===== src/rtl/core_pkg.sv =====
// Shared RV32I core definitions: opcodes, widths, immediate kinds and
// the ID/EX pipeline register layout.
package core_pkg;

    localparam int XLEN = 32;
    localparam int NREG = 32;

    localparam logic [6:0] OP_LOAD   = 7'h03;
    localparam logic [6:0] OP_IMM    = 7'h13;
    localparam logic [6:0] OP_AUIPC  = 7'h17;
    localparam logic [6:0] OP_STORE  = 7'h23;
    localparam logic [6:0] OP_REG    = 7'h33;
    localparam logic [6:0] OP_LUI    = 7'h37;
    localparam logic [6:0] OP_BRANCH = 7'h63;
    localparam logic [6:0] OP_JALR   = 7'h67;
    localparam logic [6:0] OP_JAL    = 7'h6F;
    localparam logic [6:0] OP_SYSTEM = 7'h73;

    localparam logic [XLEN-1:0] NOP_INSTR = 32'h0000_0013;

    typedef enum logic [2:0] {
        IMM_I,
        IMM_S,
        IMM_B,
        IMM_U,
        IMM_J,
        IMM_NONE
    } imm_type_e;

    typedef struct packed {
        logic            valid;
        logic [XLEN-1:0] pc;
        logic [XLEN-1:0] rs1_data;
        logic [XLEN-1:0] rs2_data;
        logic [XLEN-1:0] imm;
        logic [4:0]      rs1;
        logic [4:0]      rs2;
        logic [4:0]      rd;
        logic [6:0]      opcode;
        logic [2:0]      funct3;
        logic [6:0]      funct7;
        logic            illegal;
    } id_ex_t;

    // A bubble decodes as a non-valid NOP so downstream stages see no side effects.
    function automatic id_ex_t id_ex_bubble();
        id_ex_t b;
        b        = '0;
        b.opcode = OP_IMM;
        return b;
    endfunction

endpackage


===== src/rtl/id_stage_if.sv =====
// Fetch/writeback/hazard inputs and decoded ID/EX outputs of the decode stage.
interface id_stage_if;
    import core_pkg::*;

    logic [XLEN-1:0] instruction;
    logic [XLEN-1:0] pc_in;
    logic            stall;
    logic            flush;
    logic            wb_en;
    logic [4:0]      wb_rd;
    logic [XLEN-1:0] wb_data;

    logic            valid_out;
    logic [XLEN-1:0] pc_out;
    logic [XLEN-1:0] rs1_data;
    logic [XLEN-1:0] rs2_data;
    logic [XLEN-1:0] imm;
    logic [4:0]      rs1;
    logic [4:0]      rs2;
    logic [4:0]      rd;
    logic [6:0]      opcode;
    logic [2:0]      funct3;
    logic [6:0]      funct7;
    logic            illegal;

    modport master (
        output instruction, pc_in, stall, flush, wb_en, wb_rd, wb_data,
        input  valid_out, pc_out, rs1_data, rs2_data, imm, rs1, rs2, rd,
               opcode, funct3, funct7, illegal
    );

    modport slave (
        input  instruction, pc_in, stall, flush, wb_en, wb_rd, wb_data,
        output valid_out, pc_out, rs1_data, rs2_data, imm, rs1, rs2, rd,
               opcode, funct3, funct7, illegal
    );

endinterface


===== src/rtl/regfile.sv =====
// Architectural register file: two combinational read ports with
// write-through bypass, one write port, x0 hardwired to zero.
module regfile
    import core_pkg::*;
(
    input  logic            clk,
    input  logic            rst,
    input  logic [4:0]      rs1_addr,
    input  logic [4:0]      rs2_addr,
    output logic [XLEN-1:0] rs1_data,
    output logic [XLEN-1:0] rs2_data,
    input  logic            wr_en,
    input  logic [4:0]      wr_addr,
    input  logic [XLEN-1:0] wr_data
);

    logic [XLEN-1:0] regs [NREG];
    logic            wr_live;

    assign wr_live = wr_en && (wr_addr != 5'd0);

    // NOTE: the array is cleared by reset because software relies on all
    // registers reading zero after reset; <= keeps every flop update race-free.
    always_ff @(posedge clk) begin
        if (rst) begin
            for (int i = 0; i < NREG; i++) regs[i] <= '0;
        end else if (wr_live) begin
            regs[wr_addr] <= wr_data;
        end
    end

    function automatic logic [XLEN-1:0] read_port(input logic [4:0] addr);
        if (addr == 5'd0)                   return '0;
        else if (wr_live && wr_addr == addr) return wr_data;
        else                                return regs[addr];
    endfunction

    assign rs1_data = read_port(rs1_addr);
    assign rs2_data = read_port(rs2_addr);

endmodule


===== src/rtl/id_stage.sv =====
// RV32I decode stage: IF/ID register, register-file read, immediate
// generation and the ID/EX output register, with stall/flush handling.
module id_stage
    import core_pkg::*;
(
    input  logic     clk,
    input  logic     rst,
    id_stage_if.slave bus
);

    logic [XLEN-1:0] instr_q;
    logic [XLEN-1:0] pc_q;
    logic            vld_q;

    // Flush outranks stall so a held instruction on a wrong path is dropped.
    always_ff @(posedge clk) begin
        if (rst || bus.flush) begin
            instr_q <= NOP_INSTR;
            pc_q    <= '0;
            vld_q   <= 1'b0;
        end else if (!bus.stall) begin
            instr_q <= bus.instruction;
            pc_q    <= bus.pc_in;
            vld_q   <= 1'b1;
        end
    end

    logic [6:0]      opcode;
    logic [XLEN-1:0] rs1_val;
    logic [XLEN-1:0] rs2_val;
    imm_type_e       imm_type;
    logic [XLEN-1:0] imm;
    logic            illegal;

    assign opcode = instr_q[6:0];

    regfile u_regfile (
        .clk      (clk),
        .rst      (rst),
        .rs1_addr (instr_q[19:15]),
        .rs2_addr (instr_q[24:20]),
        .rs1_data (rs1_val),
        .rs2_data (rs2_val),
        .wr_en    (bus.wb_en),
        .wr_addr  (bus.wb_rd),
        .wr_data  (bus.wb_data)
    );

    // NOTE: every output gets a default first so no path can infer a latch.
    always_comb begin
        imm_type = IMM_NONE;
        illegal  = 1'b0;
        case (opcode)
            OP_LOAD, OP_IMM, OP_JALR: imm_type = IMM_I;
            OP_STORE:                 imm_type = IMM_S;
            OP_BRANCH:                imm_type = IMM_B;
            OP_LUI, OP_AUIPC:         imm_type = IMM_U;
            OP_JAL:                   imm_type = IMM_J;
            OP_REG, OP_SYSTEM:        imm_type = IMM_NONE;
            default:                  illegal  = 1'b1;
        endcase
    end

    always_comb begin
        imm = '0;
        case (imm_type)
            IMM_I: imm = {{20{instr_q[31]}}, instr_q[31:20]};
            IMM_S: imm = {{20{instr_q[31]}}, instr_q[31:25], instr_q[11:7]};
            IMM_B: imm = {{19{instr_q[31]}}, instr_q[31], instr_q[7],
                          instr_q[30:25], instr_q[11:8], 1'b0};
            IMM_U: imm = {instr_q[31:12], 12'b0};
            IMM_J: imm = {{11{instr_q[31]}}, instr_q[31], instr_q[19:12],
                          instr_q[20], instr_q[30:21], 1'b0};
            default: imm = '0;
        endcase
    end

    id_ex_t id_ex_q;

    always_ff @(posedge clk) begin
        if (rst || bus.stall || bus.flush) begin
            id_ex_q <= id_ex_bubble();
        end else begin
            id_ex_q.valid    <= vld_q;
            id_ex_q.pc       <= pc_q;
            id_ex_q.rs1_data <= rs1_val;
            id_ex_q.rs2_data <= rs2_val;
            id_ex_q.imm      <= imm;
            id_ex_q.rs1      <= instr_q[19:15];
            id_ex_q.rs2      <= instr_q[24:20];
            id_ex_q.rd       <= instr_q[11:7];
            id_ex_q.opcode   <= opcode;
            id_ex_q.funct3   <= instr_q[14:12];
            id_ex_q.funct7   <= instr_q[31:25];
            id_ex_q.illegal  <= illegal;
        end
    end

    assign bus.valid_out = id_ex_q.valid;
    assign bus.pc_out    = id_ex_q.pc;
    assign bus.rs1_data  = id_ex_q.rs1_data;
    assign bus.rs2_data  = id_ex_q.rs2_data;
    assign bus.imm       = id_ex_q.imm;
    assign bus.rs1       = id_ex_q.rs1;
    assign bus.rs2       = id_ex_q.rs2;
    assign bus.rd        = id_ex_q.rd;
    assign bus.opcode    = id_ex_q.opcode;
    assign bus.funct3    = id_ex_q.funct3;
    assign bus.funct7    = id_ex_q.funct7;
    assign bus.illegal   = id_ex_q.illegal;

endmodule


===== src/flat_wrapper.sv =====
// flat-port wrapper written by rule: the top's interface ports become plain ports
module id_stage_flat import core_pkg::*;
  (clk, rst, bus_instruction, bus_pc_in, bus_stall, bus_flush, bus_wb_en, bus_wb_rd, bus_wb_data, bus_valid_out, bus_pc_out, bus_rs1_data, bus_rs2_data, bus_imm, bus_rs1, bus_rs2, bus_rd, bus_opcode, bus_funct3, bus_funct7, bus_illegal);
  id_stage_if bus_i ();
  input  logic clk;
  input  logic rst;
  input wire logic [$bits(bus_i.instruction)-1:0] bus_instruction;
  input wire logic [$bits(bus_i.pc_in)-1:0] bus_pc_in;
  input wire logic [$bits(bus_i.stall)-1:0] bus_stall;
  input wire logic [$bits(bus_i.flush)-1:0] bus_flush;
  input wire logic [$bits(bus_i.wb_en)-1:0] bus_wb_en;
  input wire logic [$bits(bus_i.wb_rd)-1:0] bus_wb_rd;
  input wire logic [$bits(bus_i.wb_data)-1:0] bus_wb_data;
  output wire logic [$bits(bus_i.valid_out)-1:0] bus_valid_out;
  output wire logic [$bits(bus_i.pc_out)-1:0] bus_pc_out;
  output wire logic [$bits(bus_i.rs1_data)-1:0] bus_rs1_data;
  output wire logic [$bits(bus_i.rs2_data)-1:0] bus_rs2_data;
  output wire logic [$bits(bus_i.imm)-1:0] bus_imm;
  output wire logic [$bits(bus_i.rs1)-1:0] bus_rs1;
  output wire logic [$bits(bus_i.rs2)-1:0] bus_rs2;
  output wire logic [$bits(bus_i.rd)-1:0] bus_rd;
  output wire logic [$bits(bus_i.opcode)-1:0] bus_opcode;
  output wire logic [$bits(bus_i.funct3)-1:0] bus_funct3;
  output wire logic [$bits(bus_i.funct7)-1:0] bus_funct7;
  output wire logic [$bits(bus_i.illegal)-1:0] bus_illegal;
  assign bus_i.instruction = bus_instruction;
  assign bus_i.pc_in = bus_pc_in;
  assign bus_i.stall = bus_stall;
  assign bus_i.flush = bus_flush;
  assign bus_i.wb_en = bus_wb_en;
  assign bus_i.wb_rd = bus_wb_rd;
  assign bus_i.wb_data = bus_wb_data;
  assign bus_valid_out = bus_i.valid_out;
  assign bus_pc_out = bus_i.pc_out;
  assign bus_rs1_data = bus_i.rs1_data;
  assign bus_rs2_data = bus_i.rs2_data;
  assign bus_imm = bus_i.imm;
  assign bus_rs1 = bus_i.rs1;
  assign bus_rs2 = bus_i.rs2;
  assign bus_rd = bus_i.rd;
  assign bus_opcode = bus_i.opcode;
  assign bus_funct3 = bus_i.funct3;
  assign bus_funct7 = bus_i.funct7;
  assign bus_illegal = bus_i.illegal;
  id_stage u_core (.clk(clk), .rst(rst), .bus(bus_i));
endmodule

===== config.mk =====
export PLATFORM = sky130hd
export DESIGN_NAME = id_stage_flat
export DESIGN_NICKNAME = d
export VERILOG_FILES = /design/src/rtl/core_pkg.sv /design/src/rtl/id_stage_if.sv /design/src/rtl/regfile.sv /design/src/rtl/id_stage.sv /design/src/flat_wrapper.sv
export SDC_FILE = /design/constraint.sdc
export NUM_CORES = 2
export LEC_CHECK = 0
export CAP_MARGIN = 20
export CORE_MARGIN = 10
export CORE_UTILIZATION = 25
export CTS_BUF_LIST = sky130_fd_sc_hd__clkbuf_4 sky130_fd_sc_hd__clkbuf_8
export CTS_CLUSTER_DIAMETER = 80
export CTS_CLUSTER_SIZE = 10
export DETAILED_ROUTE_END_ITERATION = 8
export GPL_ROUTABILITY_DRIVEN = 0
export PLACE_DENSITY = 0.48
export SYNTH_ARGS = -nofsm -noshare
export SYNTH_HDL_FRONTEND = slang
export SYNTH_SLANG_ARGS = --single-unit

===== constraint.sdc =====
create_clock -name clk -period 2.8 [get_ports clk]
set_input_delay 0.42 -clock clk [delete_from_list [all_inputs] [get_ports clk]]
set_output_delay 0.42 -clock clk [all_outputs]
set_load 0.02 [all_outputs]

After elaboration in Yosys (flattened, before gate mapping). Memory sizes are Yosys's and may differ from the RTL's. A register that Yosys moved wholly into a read port is not among the register bits. Index checks and enable logic that the tools add are counted.

Equal/unequal tests: 14. Multiplexer cells: 11. Reductions and logical operators: 14.

Operators with widths (count): 32-bit one-hot mux with 5 select lines (1); 32-bit 2-to-1 mux (1); 32-bit OR reduction (1); 7-bit == test, second input constant (4); 7-bit by 6-bit == test with 1-bit output, second input constant (3); 3-bit one-hot mux with 5 select lines (1); 7-bit by 5-bit == test with 1-bit output, second input constant (2); 5-bit logical NOT (2); 10-bit OR reduction (1); 7-bit by 2-bit == test with 1-bit output, second input constant (1); 1-bit 2-to-1 mux (7); 3-bit by 2-bit == test with 1-bit output, second input constant (2); 2-bit OR reduction (3); 5-bit 2-to-1 mux (1); 5-bit nonzero test (1); 3-bit by 1-bit == test with 1-bit output, second input constant (1); 3-bit == test, second input constant (1); 3-bit logical NOT (1); 1-bit logical OR (3); 3-bit OR reduction (1); 1-bit logical AND (1).

Register bits after elaboration: 163. Memory bits (writable): 1024. Bits of input ports: 106. Output and inout bits: 162. Word-level logic and storage cells: 53. Memories kept: 1.

Memories: u_core.u_regfile.regs (depth 32, bits a word 32, rd ports 2, clocked after Yosys merged registers in 2, write ports 32, line regfile.sv:17) `logic [XLEN-1:0] regs [NREG];`.

Logic depth before layout (Yosys ltp).
Word-level depth: 7. Mapped depth: 10. Depth with buffers taken out: 5.

By module. Synthesis repeated with hierarchy kept, for this count alone.

Cells, all modules: 4519. Area total of the unflattened synthesis: 62638.8 um^2.

Modules (own cells, without submodules): regfile (times used 1, cells each 3918, area each 55723.4 um^2, seq. area each 30749.5 um^2); id_stage (times used 1, cells each 601, area each 6915.4 um^2, seq. area each 4544.4 um^2).

Least setup slack after synthesis. OpenSTA, ideal clock, no wires.

Kind: input to register. Start: input port bus_wb_rd[4]. End: memory u_core.u_regfile.regs[24][0] (enable). Library setup time: 375 ps. Arrival: 1897 ps. Data required time: 2425 ps. Path slack: 528 ps. Cell stages on the path: 6. Buffers on the path: 2. Cells stage by stage: clkbuf_1 -> or3_4 -> nand4bb_1 -> clkbuf_1 -> nor2_1 -> or2_2.

RTL lines: start: declaration (line flat_wrapper.sv:12) `input wire logic [$bits(bus_i.wb_rd)-1:0] bus_wb_rd;`; end: declaration (line regfile.sv:17).

Worst setup path after layout.
Start: register u_core.instr_q[16]. End: register, netlist name u_core.bus.rs1_data[16].

Longest elaborated chain between the ends: 2.

RTL lines: start: declaration (line id_stage.sv:11) `logic [XLEN-1:0] instr_q;`; start signal: assignment (line id_stage.sv:22) `instr_q <= bus.instruction;`; 5-bit logical NOT (line regfile.sv:33) `if (addr == 5'd0) return '0;`; 2-bit OR reduction (no source line).

Several ways; a longest one is shown, not always the timed one. A chain may end at the register's enable or synchronous reset.

==> metrics <==
die width=518 um; CTS resizes=0; Synth area leaders=edfxtp_1 (50%), mux4_2 (13%), and2_1 (11%); dpl cells=slightly above 8k; max_slew headroom=0.290; drt pass-1 iters=6; CTS H-tree lvls=4; DR WL/cell=30.1 um; Hold WC Path Type=in -> reg; CP most frequent cell=buf_12; Top delay family on crit path=compound AO/OA/AOI/OAI gates; initial antenna violation count=19; largest net degree at the start of global routing=69; non-filler cells, final=roughly 8.3k; total CTS buffers=roughly 150; Post-synth EDFFs=a little over 1k; Reg area=about 35,000 sq um; Async SR Flop Fraction=0; DP HPWL=roughly 170,000 um; via count=41.4k; Seq cells post-synth=1,251; commonest non-fill, non-tap cells in the layout=and2_1 (1,063), edfxtp_1 (1,024), mux4_2 (361); syn_area_per_cell=between 10 and 15 sq um; area leader, netlist=edfxtp_1; root buf cell=clkbuf_8; Crit Path Max Fanout=26; Clock transition at path regs=roughly 0.070 ns; DRC=0; first-pass GRT wire length=between 300,000 and 400,000 um; total routed wirelength=about 250,000 um; status=completed; Tcrit/Tclk final=0.984; Slew @ Worst Pin=roughly 1.1 ns; crit path max-delay cell type=dfxtp_4; CTS Sinks=between 1k and 1.5k; Worst setup EP type=flip-flop; slowest stage delay, CP=roughly 0.51 ns; max cap viols=0; vias in the first global route=between 40k and 50k; peak supply drop=between 400 and 500 uV; post-route ant nets=0; vias per inst=between 4 and 5; later-pin clock latency in the skew report=0.97 ns; post-synthesis sequential area ratio=0.570; Area Growth Syn to Fin=20.6%; WP data arrival=around 3.6 ns; GRT overflow=0; nature of the critical path startpoint=flip-flop; CTS tree=built; Port Buffers=about 270; number of cell rows=between 150 and 200; initial core utilization=0.252; CTS max path bufs=3; fillers=around 24k; die footprint=about 270,000 sq um; Worst Setup Path Type=reg -> reg; Leak=24.6 nW; most common cell after layout, fill and taps aside=and2_1; layout cells sized above 1=0.241; P per Cell Area=around 520 nW/um^2; Net count, final=4,995; Synth warnings=0; RSZ-0062 raised after global routing=no; I/O pin count=268; Die H=just over 500 um; Post-Synthesis Cell Area=a little over 60,000 sq um; final hold viol count=0; Post-synth top flop=edfxtp_1; final setup violating endpoints=0; CORE AREA=approximately 250,000 sq um; Tot Pwr=~39 mW; 1st-iter DRT viols=~4.7k; multi-input combinational cell area=roughly 25,000 sq um; crit path buf inv count=3; crit-path cells=buf_12 > buf_12 > mux4_2 > mux2_2 > a221oi_1 > buf_4 > nor3_1 > a22o_1; Distinct cells, synth=68; skew final=0.0434 ns; Crit path required time=3.60 ns; Slew Viols, Final=0; Final min period=2.76 ns; share of the synthesized area in the top cell type=0.496; Synth Instances=between 4k and 5k; highest achievable clock rate=363 MHz; overall routing resource usage=0.180
[flip-flops by register name, summed over array words and instances (netlist names)]
register	count
u_core.bus.pc_out	32
u_core.bus.rd	5
u_core.bus.rs1_data	32
u_core.bus.valid_out	1
u_core.u_regfile.regs	1024
u_core.vld_q	1
u_core.bus.imm	32
u_core.bus.funct3	3
u_core.bus.rs2_data	32
u_core.bus.illegal	1
u_core.bus.opcode	7
u_core.bus.rs1	5
u_core.bus.rs2	5
u_core.instr_q	32
u_core.pc_q	32
u_core.bus.funct7	7
[tightest hold or removal path: cells and delay by family]
kind          cells  cell delay, ns
buf+inv           1            0.39
mux               1            0.12
simple gates      1            0.05
[cells in the mapped netlist, drive strengths merged, types with 3 or more instances]
master and number:
a2111oi 16, a211oi 25, a21o 5, a21oi 48, a221o 13, a221oi 27
a22o 18, a22oi 73, a31oi 5, a32o 32, and2 1063, and3 8
buf 161, clkbuf 294, dfxtp 227, edfxtp 1024, inv 3, mux2 69
mux2i 344, mux4 361, nand2 143, nand2b 14, nand3 53, nand3b 16
nand4 21, nand4b 6, nor2 130, nor2b 12, nor3 21, nor4 4
o211ai 6, o21ai 37, o221ai 55, o22ai 31, o31ai 17, or2 32
or3 5, or3b 4, xnor2 10
[layer usage]
| layer | share of wire | vias up | global-route usage | routed length (um) |
|---|---|---|---|---|
| met2 | 0.47 | 1865 | 0.292 | 117000 |
| li1 | - | 17515 | - | - |
| met1 | 0.42 | 21602 | 0.239 | 105000 |
| met4 | 0.037 | 16 | 0.0618 | 9190 |
| met3 | 0.073 | 405 | 0.0350 | 18200 |
| met5 | 0.00046 | - | 0 | 116 |
[power breakdown]
group / switching, mW / total, mW / internal (mW)
combinational: 2.56 / 4.41 / 1.85
clock: 7.21 / 13.2 / 6.03
sequential: 0.545 / 21.5 / 21.0
[cell families (layout without fill, tap and decap cells)]
group,count (synthesis),after routing,synth area share
compound gates,415,415,0.0509
xor+xnor,10,10,0.00141
buf+inv,459,950,0.0339
flops,1251,1251,0.570
mux,774,774,0.199
other cells,1,42,0.0000605
simple gates,1542,1542,0.145
[final timing paths]
path	endpoint	cells past startpoint	from	slack, ns
setup / recovery	u_core.bus.rs1_data[16]$_SDFF_PP0_	8	u_core.instr_q[16]$_SDFFE_PP0N_	0.04
hold / removal	u_core.pc_q[27]$_SDFFE_PP0N_	3	bus_pc_in[27]	0.08
setup reg to reg	u_core.bus.rs1_data[16]$_SDFF_PP0_	8	u_core.instr_q[16]$_SDFFE_PP0N_	0.04
hold reg to reg	u_core.bus.pc_out[12]$_SDFF_PP0_	1	u_core.pc_q[12]$_SDFFE_PP0N_	0.46
[through the flow]
| step | hold WS [ns] | instance area [sq um] | TNS (ns) | setup WS, ns | utilization |
|---|---|---|---|---|---|
| 6_report | 0.0792 | 74700 | 0 | 0.0447 | 0.303 |
| 4_1_cts | 0.000581 | 74600 | 0 | 0.0641 | 0.303 |
| 3_3_place_gp | 0.432 | 71800 | -16.73 | -0.141 | 0.292 |
| 5_1_grt | 0.0685 | 74700 | 0 | 0.0237 | 0.303 |
| 3_5_place_dp | 0.440 | 71800 | -12.72 | -0.150 | 0.292 |
| 2_1_floorplan | 0.421 | 62100 | 0 | 0.528 | - |
[timing repair]
item / in CTS / in global routing
buffers inserted: 4 / 2
hold buffers: 6 / 0
endpoints found under the hold margin: 6 / 0
setup endpoints to repair: 5 / 1
[final cells by class]
type                    count  area share
diodes                     10    0.000335
well taps                3312      0.0555
clock buffers             215      0.0343
clock inverters            18     0.00243
repair buffers            713      0.0997
flip-flops and latches   1251       0.473
inverters                   4    0.000201
multi-input cells        2773       0.335
No activity file was read; power rests on OpenSTA's default activity.
